[src/rtl/tstat_cycle_counter.sv]
// 64-bit free-running cycle counter for the test-status block.
// Counts while en_i is high (freezes otherwise) and captures the high word
// into a shadow when the low word is read, so LO-then-HI reads are coherent.
module tstat_cycle_counter (
  input  logic        clk,
  input  logic        nrst,
  input  logic        en_i,
  input  logic        snap_i,
  output logic [63:0] cnt_o,
  output logic [31:0] shadow_hi_o
);

  logic [63:0] cnt_q, cnt_d;
  logic [31:0] shadow_q, shadow_d;

  // Next count (wraps naturally at 2^64) and shadow capture.
  always_comb begin
    cnt_d    = cnt_q;
    shadow_d = shadow_q;
    if (en_i)   cnt_d    = cnt_q + 64'd1;
    if (snap_i) shadow_d = cnt_q[63:32];
  end

  // Counter and shadow registers.
  always_ff @(posedge clk or negedge nrst) begin
    if (!nrst) begin
      cnt_q    <= '0;
      shadow_q <= '0;
    end else begin
      cnt_q    <= cnt_d;
      shadow_q <= shadow_d;
    end
  end

  assign cnt_o       = cnt_q;
  assign shadow_hi_o = shadow_q;

endmodule

[config.mk]
export PLATFORM = sky130hd
export DESIGN_NAME = tstat_cycle_counter
export DESIGN_NICKNAME = d
export VERILOG_FILES = /design/src/rtl/tstat_cycle_counter.sv
export SDC_FILE = /design/constraint.sdc
export NUM_CORES = 1
export LEC_CHECK = 0
export CAP_MARGIN = 20
export CORE_UTILIZATION = 55
export CTS_BUF_LIST = sky130_fd_sc_hd__clkbuf_4 sky130_fd_sc_hd__clkbuf_8
export DETAILED_ROUTE_END_ITERATION = 6
export GPL_TIMING_DRIVEN = 1
export HOLD_SLACK_MARGIN = 0.05
export PLACE_DENSITY = 0.88
export SLEW_MARGIN = 20
export SYNTH_ARGS = -nofsm -noshare
export SYNTH_HDL_FRONTEND = slang
export SYNTH_SLANG_ARGS = --single-unit
[constraint.sdc]
create_clock -name clk -period 5.35 [get_ports clk]
set_input_delay 0.535 -clock clk [delete_from_list [all_inputs] [get_ports clk]]
set_output_delay 0.535 -clock clk [all_outputs]
set_load 0.005 [all_outputs]
---- Yosys cells after proc, flatten, opt, wreduce, memory -nomap -nowiden ----
Index checks and enable logic that the tools add are counted.
operators by class
  $add $sub $neg .......................... 1
operators by type and width
  cell                                                              number
  64-bit by 1-bit adder with 64-bit output (second input constant)  1
storage, ports and cells
  logic and storage cells ................. 3
  bits of input ports ..................... 4
  flip-flop bits (word level) ............. 96

---- Depth between registers and ports, before layout ----
  depth in word-level cells ............... 1
  gate-level depth with buffers ........... 7
  mapped depth without buffers ............ 6

---- Least setup slack after synthesis ----
No wires, ideal clock.
  path kind ............................... input-to-reg
  start point ............................. input en_i
  end point ............................... register cnt_q[31] (netlist: cnt_o[31])
  setup slack ............................. 3.473 ns
  data required time ...................... 5.271 ns
  cell stages on the path ................. 5
  arrival time ............................ 1.798 ns
  path through ............................ nand4_1 nor4_4 nand2_1 nor4_1 xor2_1
RTL lines
  what                  RTL line  source
  from (decl)           7         input logic en_i,
  to (signal assigned)  30        cnt_q <= cnt_d;
  to (decl)             13        logic [63:0] cnt_q, cnt_d;

==> flow_summary.ini <==
[global_route]
grt-ovfl-total = 0
track_usage_pct = 24.34
antenna_found_initial = 0
grt_pass1_vias = 2821
grt_pass1_wl_um = 14210
grt_max_degree = 77

[timing]
period_minus_slack_ns = 2.724
worst_pin_slew_ns = 0.9077
setup_viol_count_final = 0
finalClockSkew_ns = 0.004668
rsz0062_at_grt = no
tns_ns = 0
slew_violations = 0
finalCritPeriodShare_pct = 50.92
fmax_mhz = 367.1
hold_viol = 0
slew_headroom_pct = 39.49

[detailed_routing]
finalWirelength_um = 8906
vias_per_cell = 5.451
met3_length_um = 560
drcViolationCount = 0
drt_pass1_iterations = 5
vias = 2987
top_layer = met4
wl_met2_um = 4451
first_iter_violations = 164
drt-met1-wl_um = 3749
routedWlPerCell_um = 16.25
ant_nets = 0

[setup_path]
worst_ep_arrival_time_ns = 3.01
worstSetupPathType = in -> reg
crit_path_end_kind = flop
rr_worst_depth = 6
path_max_fanout = 11
rrSetupSlack_ns = 2.87
required_ns = 5.64
r2r_end = cnt_o[50]
reg2reg_from = cnt_o[0]
slowest_delay_ns = 0.57
critPathLaunchType = primary input
crit_slowest_cell = clkdlybuf4s50_1
cp_cell_sequence = clkdlybuf4s50_1 -> nand4_1 -> nor4_4 -> nand3_1 -> nor4_1 -> xor2_1

[clock_tree]
cts_buffers = 9
post_cts_buffers = 0
clkLatencyLatePin_ns = 0.36
cts_tree = built
clock_path_buffers = 2
clock-sinks = 96
cts_root_buffer = clkbuf_8
clkTransAtPathRegs_ns = 0.09
htree_levels = 3

[floorplanning]
die-area_um2 = 7770
initial_core_util_pct = 56.57
ios = 100
fp.coreArea_um2 = 7214
die_h_um = 88.15
num_rows = 31
die_w_um = 88.15

[synth]
ys_seq_area_share_pct = 58.86
syn_inst = 337
netlist_area_um2 = 4081
syn-num-nets = 342
ys_types = 24
synth_seq_cells = 96
yosys_warnings = 0
syn_area_per_cell_um2 = 12.11

[finish]
drive_gt1_share_pct = 12.92
layout_common_cells = clkdlybuf4s50_1 (98), dfrtp_1 (96), xor2_1 (37)
final_common_cell = clkdlybuf4s50_1
antenna_cells = 0
seq_area_um2 = 2402
multiInputGateArea_um2 = 1618
area_growth_syn_to_layout_pct = 33.08
fin_cells = 548
final_nets = 449
nFillCells = 502

[power_and_ir_drop]
irDropWorstVdd_uv = 257.5
power_mw = 1.469
powerDensity_nw_per_um2 = 270.4
power.leakage_nw = 2.473

[hold_path]
hp-start = shadow_hi_o[19]
holdPathStages = 1
holdPathEnd = shadow_hi_o[19]
hp-class = reg -> reg

[placed_design]
dp_cells = 531
dp_hpwl_um = 6205
numPortBuffers = 99
gp_congestion = 0.8496

[run_status]
status = complete, no violations

[run]
cap_viol_max_count = 0
==> worst max-delay path: cells and delay by family <==
family	cells	cell delay, ns
buffers and inverters	1	0.57
XOR/XNOR	1	0.19
AND/OR/NAND/NOR	4	1.72
==> layout make-up <==
| type | instances | area share, % |
|---|---|---|
| Inverter | 8 | 0.5529 |
| Clock inverter | 7 | 2.211 |
| Clock buffer | 9 | 2.281 |
| Timing Repair Buffer | 102 | 18.66 |
| Sequential cell | 96 | 44.23 |
| Multi-Input combinational cell | 227 | 29.79 |
| Tap cell | 99 | 2.281 |
==> worst max path at each step <==
stage / startpoint / to / slack (ns) / cells after the start
3_3_place_gp: en_i / cnt_o[59] / 2.39 / 6
4_1_cts: en_i / cnt_o[59] / 2.62 / 6
6_report: en_i / cnt_o[59] / 2.63 / 6
5_1_grt: en_i / cnt_o[59] / 2.30 / 6
3_5_place_dp: en_i / cnt_o[59] / 2.29 / 6
2_1_floorplan: en_i / cnt_o[31] / 3.47 / 5
==> per-stage QoR <==
stage,cell area (um2),utilization (%),hold slack [ns],setup slack (ns)
4_1_cts,5431,75.29,0.5126,2.623
5_1_grt,5431,75.29,0.5240,2.303
6_report,5431,75.29,0.5115,2.626
3_3_place_gp,5177,71.77,0.4278,2.394
2_1_floorplan,4081,-,0.2394,3.473
3_5_place_dp,5177,71.77,0.4298,2.286
==> synthesized netlist by cell type (all sizes together) <==
cell	count	area, um2
ha	1	12.51
or2	1	6.260
inv	8	30.03
buf	5	27.52
nand4b	1	8.760
nor3	24	125.1
xor2	37	324.1
xnor2	26	227.7
nand3	17	85.08
nand2	34	127.6
dfrtp	96	2402
and3	4	25.02
nor4	11	105.1
mux2	33	371.6
clkbuf	1	3.750
nand4	19	125.1
nor2	18	67.56
and2	1	6.260
==> sequential cells by signal, indices dropped and copies added, names as in the netlist <==
| register | flops |
|---|---|
| cnt_o | 64 |
| shadow_hi_o | 32 |
==> per-layer routing <==
metal,vias to the layer above,GRT usage [%]
met1,1486,32.51
met4,0,7.918
met2,112,39.53
met3,16,5.938
met5,-,0
li1,1373,-
==> logic make-up (layout without fill, tap and decap cells) <==
logic type                 after synthesis  count (layout)  synth area share [%]
xor gates and xnor gates                63              63                 13.52
adders and majority gates                1               1                0.3065
buffers and inverters                   14             126                 1.502
DFF                                     96              96                 58.86
muxes                                   33              33                 9.105
and+or+nand+nor                        130             130                 16.71
==> where the power goes <==
part,switching [mW],internal (mW)
Combinational,0.0535,0.0716
Sequential,0.0325,0.750
Clock,0.251,0.310
==> timing repair <==
| item | in CTS | in global routing |
|---|---|---|
| endpoints found under the hold margin | 20 | 0 |
| resized for setup | 0 | 0 |
| hold buffers | 1 | 0 |
Note: power is estimated with default switching activity, not from simulation.
